==> src/rtl/rv_pkg.sv <==
// Shared types for the multi-cycle RV32 sequencer.
// Phase encoding, trap codes and the reset instruction.
package rv_pkg;

  typedef enum logic [2:0] {
    RST,
    FETCH,
    EXEC,
    MEM,
    WB,
    TRAP
  } state_e;

  typedef enum logic [1:0] {
    ERR_NONE     = 2'b00,
    ERR_IMEM_TO  = 2'b01,
    ERR_DMEM_TO  = 2'b10,
    ERR_MISALIGN = 2'b11
  } err_e;

  localparam logic [31:0] NOP = 32'h0000_0013;

endpackage

==> src/rtl/rv_mem_port.sv <==
// Req/ack holder for one memory port with a wait-cycle watchdog.
// The counter rests at zero whenever the port is idle.
module rv_mem_port #(
  parameter int TIMEOUT = 16,
  parameter int TO_W    = 8
) (
  input  logic clk,
  input  logic rst_n,
  input  logic active_i,
  input  logic ack_i,
  output logic req_o,
  output logic done_o,
  output logic timeout_o
);

  localparam logic [TO_W-1:0] LIMIT = TO_W'(TIMEOUT - 1);

  logic [TO_W-1:0] cnt_q;
  logic [TO_W-1:0] cnt_d;

  always_comb begin
    cnt_d = cnt_q;
    if (!active_i) begin
      cnt_d = '0;
    end else if (!ack_i) begin
      cnt_d = cnt_q + 1'b1;
    end
  end

  always_ff @(posedge clk or negedge rst_n) begin
    if (!rst_n) begin
      cnt_q <= '0;
    end else begin
      cnt_q <= cnt_d;
    end
  end

  // an ack in the last allowed cycle beats the timeout
  assign req_o     = active_i;
  assign done_o    = active_i & ack_i;
  assign timeout_o = active_i & ~ack_i & (cnt_q == LIMIT);

endmodule

==> src/rtl/rv_mc_seq.sv <==
// Multi-cycle FETCH/EXEC/MEM/WB sequencer for the RV32 core.
// Owns PC, IR, MDR, the data-port latches and all write enables.
module rv_mc_seq
  import rv_pkg::*;
#(
  parameter int               XLEN     = 32,
  parameter logic [XLEN-1:0]  RESET_PC = '0,
  parameter int               TIMEOUT  = 16,
  parameter int               TO_W     = 8,
  parameter int               CNT_W    = 32
) (
  input  logic             clk,
  input  logic             rst_n,
  output logic             imem_req,
  output logic [XLEN-1:0]  imem_addr,
  input  logic             imem_ack,
  input  logic [31:0]      imem_rdata,
  output logic             dmem_req,
  output logic             dmem_we,
  output logic [XLEN-1:0]  dmem_addr,
  output logic [XLEN-1:0]  dmem_wdata,
  input  logic             dmem_ack,
  input  logic [XLEN-1:0]  dmem_rdata,
  output logic [XLEN-1:0]  pc_o,
  output logic [31:0]      ir_o,
  output logic [XLEN-1:0]  mdr_o,
  input  logic [XLEN-1:0]  npc_i,
  input  logic [XLEN-1:0]  alu_i,
  input  logic [XLEN-1:0]  rs2_i,
  input  logic             memrw_i,
  input  logic             memrd_i,
  input  logic             regwen_i,
  output logic             regwe_o,
  output logic [CNT_W-1:0] instret_o,
  output logic             err_o,
  output logic [1:0]       err_code_o
);

  state_e            state_q, state_d;
  logic [XLEN-1:0]   pc_q, pc_d;
  logic [31:0]       ir_q, ir_d;
  logic [XLEN-1:0]   mdr_q, mdr_d;
  logic [XLEN-1:0]   daddr_q, daddr_d;
  logic [XLEN-1:0]   dwdata_q, dwdata_d;
  logic              dwe_q, dwe_d;
  logic [CNT_W-1:0]  instret_q, instret_d;
  logic              err_q, err_d;
  err_e              code_q, code_d;

  logic if_done, if_to;
  logic dm_done, dm_to;

  rv_mem_port #(
    .TIMEOUT (TIMEOUT),
    .TO_W    (TO_W)
  ) u_iport (
    .clk       (clk),
    .rst_n     (rst_n),
    .active_i  (state_q == FETCH),
    .ack_i     (imem_ack),
    .req_o     (imem_req),
    .done_o    (if_done),
    .timeout_o (if_to)
  );

  rv_mem_port #(
    .TIMEOUT (TIMEOUT),
    .TO_W    (TO_W)
  ) u_dport (
    .clk       (clk),
    .rst_n     (rst_n),
    .active_i  (state_q == MEM),
    .ack_i     (dmem_ack),
    .req_o     (dmem_req),
    .done_o    (dm_done),
    .timeout_o (dm_to)
  );

  always_comb begin
    state_d   = state_q;
    pc_d      = pc_q;
    ir_d      = ir_q;
    mdr_d     = mdr_q;
    daddr_d   = daddr_q;
    dwdata_d  = dwdata_q;
    dwe_d     = dwe_q;
    instret_d = instret_q;
    err_d     = err_q;
    code_d    = code_q;
    regwe_o   = 1'b0;
    unique case (state_q)
      RST: state_d = FETCH;
      FETCH: begin
        if (if_done) begin
          ir_d    = imem_rdata;
          state_d = EXEC;
        end else if (if_to) begin
          err_d   = 1'b1;
          code_d  = ERR_IMEM_TO;
          state_d = TRAP;
        end
      end
      EXEC: begin
        if (memrw_i || memrd_i) begin
          daddr_d  = alu_i;
          dwdata_d = rs2_i;
          dwe_d    = memrw_i;
          state_d  = MEM;
        end else begin
          state_d = WB;
        end
      end
      MEM: begin
        if (dm_done) begin
          if (!dwe_q) mdr_d = dmem_rdata;
          dwe_d   = 1'b0;
          state_d = WB;
        end else if (dm_to) begin
          dwe_d   = 1'b0;
          err_d   = 1'b1;
          code_d  = ERR_DMEM_TO;
          state_d = TRAP;
        end
      end
      WB: begin
        regwe_o = regwen_i;
        if (npc_i[1:0] != 2'b00) begin
          err_d   = 1'b1;
          code_d  = ERR_MISALIGN;
          state_d = TRAP;
        end else begin
          pc_d      = npc_i;
          instret_d = instret_q + 1'b1;
          state_d   = FETCH;
        end
      end
      TRAP: state_d = TRAP;
      default: state_d = RST;
    endcase
  end

  always_ff @(posedge clk or negedge rst_n) begin
    if (!rst_n) begin
      state_q   <= RST;
      pc_q      <= RESET_PC;
      ir_q      <= NOP;
      mdr_q     <= '0;
      daddr_q   <= '0;
      dwdata_q  <= '0;
      dwe_q     <= 1'b0;
      instret_q <= '0;
      err_q     <= 1'b0;
      code_q    <= ERR_NONE;
    end else begin
      state_q   <= state_d;
      pc_q      <= pc_d;
      ir_q      <= ir_d;
      mdr_q     <= mdr_d;
      daddr_q   <= daddr_d;
      dwdata_q  <= dwdata_d;
      dwe_q     <= dwe_d;
      instret_q <= instret_d;
      err_q     <= err_d;
      code_q    <= code_d;
    end
  end

  assign imem_addr  = pc_q;
  assign pc_o       = pc_q;
  assign ir_o       = ir_q;
  assign mdr_o      = mdr_q;
  assign dmem_addr  = daddr_q;
  assign dmem_wdata = dwdata_q;
  assign dmem_we    = dwe_q;
  assign instret_o  = instret_q;
  assign err_o      = err_q;
  assign err_code_o = code_q;

endmodule

==> config.mk <==
export PLATFORM = sky130hd
export DESIGN_NAME = rv_mc_seq
export DESIGN_NICKNAME = d
export VERILOG_FILES = /design/src/rtl/rv_pkg.sv /design/src/rtl/rv_mem_port.sv /design/src/rtl/rv_mc_seq.sv
export SDC_FILE = /design/constraint.sdc
export NUM_CORES = 1
export LEC_CHECK = 0
export ABC_CLOCK_PERIOD_IN_PS = 2000
export CAP_MARGIN = 25
export CORE_AREA = 2 2 154 156
export DETAILED_ROUTE_END_ITERATION = 6
export DIE_AREA = 0 0 156 158
export HOLD_SLACK_MARGIN = 0.12
export PLACE_DENSITY = 0.88
export SLEW_MARGIN = 30
export SYNTH_ARGS = -nofsm -noshare
export SYNTH_HDL_FRONTEND = slang
export SYNTH_SLANG_ARGS = --single-unit
==> constraint.sdc <==
create_clock -name clk -period 2 [get_ports clk]
set_input_delay 0.2 -clock clk [delete_from_list [all_inputs] [get_ports clk]]
set_output_delay 0.2 -clock clk [all_outputs]
set_load 0.02 [all_outputs]
==> results of run 1 <==
## how the worst min path moves through the flow
stage,from,end,slack (ns),cells after the start
after floorplan,rst_n,dmem_addr[0],-0.1,0
after global placement,rst_n,ir_o[22],0.21,1
after detailed placement,rst_n,ir_o[29],0.22,1
after CTS,rst_n,ir_o[20],0.24,2
after global routing,rst_n,ir_o[17],0.29,2
final,rst_n,ir_o[20],0.25,2
## per-stage QoR
| stage | worst slack [ns] | cells | util, % | instance area [sq um] | hold slack [ns] |
|---|---|---|---|---|---|
| CTS | 0.0512 | 1330 | 60.9 | 14000 | 0.242 |
| finish | 0.0876 | 1331 | 61.0 | 14100 | 0.249 |
| floorplan | 0.188 | 625 | - | 9020 | -0.0956 |
| global placement | 0.0664 | 1290 | 57.8 | 13300 | 0.214 |
| detailed placement | -0.00113 | 1290 | 57.8 | 13300 | 0.221 |
| global route | -0.0111 | 1331 | 61.0 | 14100 | 0.286 |
## metal layers
metal	wire (um)	vias to the layer above	share of wire, %
met1	9420	3189	38
met4	495	0	2.0
met5	0	-	0
li1	-	2932	-
met3	1900	35	7.7
met2	13000	258	52
## cell families (layout without fill, tap and decap cells)
kind of cell | after synthesis | count (layout) | share of synthesized area [%]
AOI/OAI and AO/OA | 17 | 17 | 1.28
xor gates and xnor gates | 44 | 44 | 4.27
adders and majority gates | 3 | 3 | 0.416
buffers and inverters | 66 | 482 | 5.38
DFF | 215 | 215 | 59.7
muxes | 161 | 161 | 21.2
and+or+nand+nor | 119 | 119 | 7.70
## state kept, by name, indices dropped and copies added, names as in the netlist
signal	flops
u_iport.cnt_q	8
u_dport.cnt_q	8
mdr_o	32
err_o	1
imem_addr	32
dmem_we	1
err_code_o	2
dmem_addr	32
state_q	3
dmem_wdata	32
instret_o	32
ir_o	32
## power by group
part	total (uW)	internal, uW	switching [uW]
Combinational	10100	5450	4610
Clock	4120	2410	1700
Sequential	7190	6080	1120
Total	21400	13900	7420
## placed cells by master (no fill, tap or decap), types with 7 or more instances in the layout
| cell type | Yosys | final |
|---|---|---|
| xnor2_1 | 22 | 22 |
| nand2_1 | 19 | 19 |
| nand3_1 | 18 | 18 |
| mux2_2 | 131 | 131 |
| clkbuf_16 | 0 | 25 |
| clkbuf_1 | 2 | 7 |
| buf_12 | 3 | 12 |
| clkdlybuf4s50_1 | 0 | 393 |
| and3_1 | 7 | 7 |
| nor2_1 | 32 | 32 |
| nand4_1 | 7 | 7 |
| dfrtp_1 | 212 | 211 |
| buf_4 | 42 | 21 |
| mux2_4 | 28 | 28 |
| xor2_1 | 22 | 22 |
| inv_1 | 11 | 11 |
## final cells by class
cell class              count  area [sq um]
inverters                  12          45.0
clock buffers              36           707
repair buffers            431          4380
flip-flops and latches    215          5390
fillers                  1721          9000
well taps                 290           363
clock inverters             3          17.5
multi-input cells         344          3160
## repair_timing
action                                  4_1_cts  5_1_grt
hold buffers                                  1        0
setup buffers                                 0        1
pin swaps                                     0        1
endpoints found under the hold margin       215        0
gates resized for setup                       3        3
endpoints found under the setup margin        3        5
==> impl_metrics.env, run 1 <==
export IMPL_max_stage_delay_ns=0.42
export IMPL_rr_worst_depth=6
export IMPL_drc=0
export IMPL_synthesis_instances=625
export IMPL_worstSetupStartpointType="flip-flop"
export IMPL_fp_dieW_um=156
export IMPL_critPathLaunch="state_q[2]"
export IMPL_period_share_pct=95.6
export IMPL_wirelength_mm=24.8
export IMPL_p_total_uw=21400
export IMPL_max_freq_mhz=523
export IMPL_dpl_hpwl_mm=18.4
export IMPL_rrSetupSlack_ns=0.12
export IMPL_dieArea_sq_um=24600
export IMPL_cp_slowest_cell="dfrtp_1"
export IMPL_drive_gt1_share_pct=23.4
export IMPL_rows=56
export IMPL_grt_pass1_wl_mm=37.4
export IMPL_grt_start_max_net_pins=56
export IMPL_critPathRequiredTime_ns=1.80
export IMPL_worstPathArrival_ns=1.71
export IMPL_use_met2_pct=34.8
export IMPL_avgSynthCellArea_sq_um=14.4
export IMPL_vias=6414
export IMPL_yosysMostFrequentCell="dfrtp_1"
export IMPL_met3_usage_pct=5.69
export IMPL_max_cap_viol_count=0
export IMPL_p_leak_uw=0.00601
export IMPL_period_needed_ns=1.91
export IMPL_start_util_pct=39.1
export IMPL_timing_rr_end="instret_o[22]"
export IMPL_core_sq_um=23100
export IMPL_vdd_drop_max_mv=1.04
export IMPL_setup_viol=0
export IMPL_ys_async_sr_fraction_pct=100
export IMPL_cp_max_fo=6
export IMPL_syn_to_final_growth_pct=55.9
export IMPL_viasPerCell=4.82
export IMPL_critPathKind="flip-flop to output pin"
export IMPL_synth_top_cell_area_share_pct=58.8
export IMPL_clock_skew_ns=0.00691
export IMPL_place_gp_congestion=0.809
export IMPL_drtPass1Iterations=4
export IMPL_cts_htree_levels=1
export IMPL_diodes=0
export IMPL_clock_latency_ns=0.50
export IMPL_busiest_layer="met2"
export IMPL_grtUsageMet1_pct=22.3
export IMPL_cts_buffer_depth=3
export IMPL_wl_per_cell_um=18.6
export IMPL_cts_sinks=215
export IMPL_die_y_um=158
export IMPL_yosysSeqAreaShare_pct=59.7
export IMPL_antenna_left=0
export IMPL_antenna_found_initial=1
export IMPL_power_density_nw_per_um2=1520
export IMPL_numCtsBuffers=24
export IMPL_critical_path_endpoint="dmem_req"
export IMPL_rr_startpoint="instret_o[0]"
export IMPL_hold_class="input pin to async pin"
export IMPL_endpoint_kind="output pin"
export IMPL_maxSlewViolCount=0
export IMPL_yosysWarnings=0
export IMPL_worst_pin_slew_ns=0.519
export IMPL_status="complete, no violations"
export IMPL_ys_ff_latch=215
export IMPL_synth_top_area_cell="dfrtp_1"
export IMPL_synth_cell_area_sq_um=9020
export IMPL_io_buffer_count=397
export IMPL_pin_count=398
export IMPL_syn_nets=795
export IMPL_drt_iter0_markers=211
export IMPL_synthTopCellsByCount="dfrtp_1 (212), mux2_2 (131), buf_4 (42)"
export IMPL_synth_ff_type="dfrtp_1"
export IMPL_grt_pass1_vias=6878
export IMPL_path_cells="nand3b_1 > buf_4 > inv_1 > dlygate4sd2_1"
export IMPL_globalRouteOverflowTotal=0
export IMPL_cts_clk_slew_worst_paths_ns=0.06
export IMPL_cts_tree="built"
export IMPL_cp_num_buf_inv=3
export IMPL_cp_depth=4
export IMPL_grt_use_total_pct=19.2
export IMPL_relSlewSlack_pct=65.4
export IMPL_ys_types=51
export IMPL_synth_edf_count=0
export IMPL_nets=1198
export IMPL_setup_tns_ns=0
export IMPL_cts_root_buf="clkbuf_16"
export IMPL_synth_area_leaders="dfrtp_1 (59%), mux2_2 (16%), mux2_4 (4.7%), buf_4 (3.5%), xnor2_1 (2.1%)"
export IMPL_crit_family="buffers and inverters"
export IMPL_hold_violations=0
(Power assumes the default switching activity.)
==> inputs of run 2 (changes only) <==
- CTS_CLUSTER_DIAMETER: default -> 200
==> results of run 2 <==
No change in the layout: final DEF, timing and power equal those of run 1.
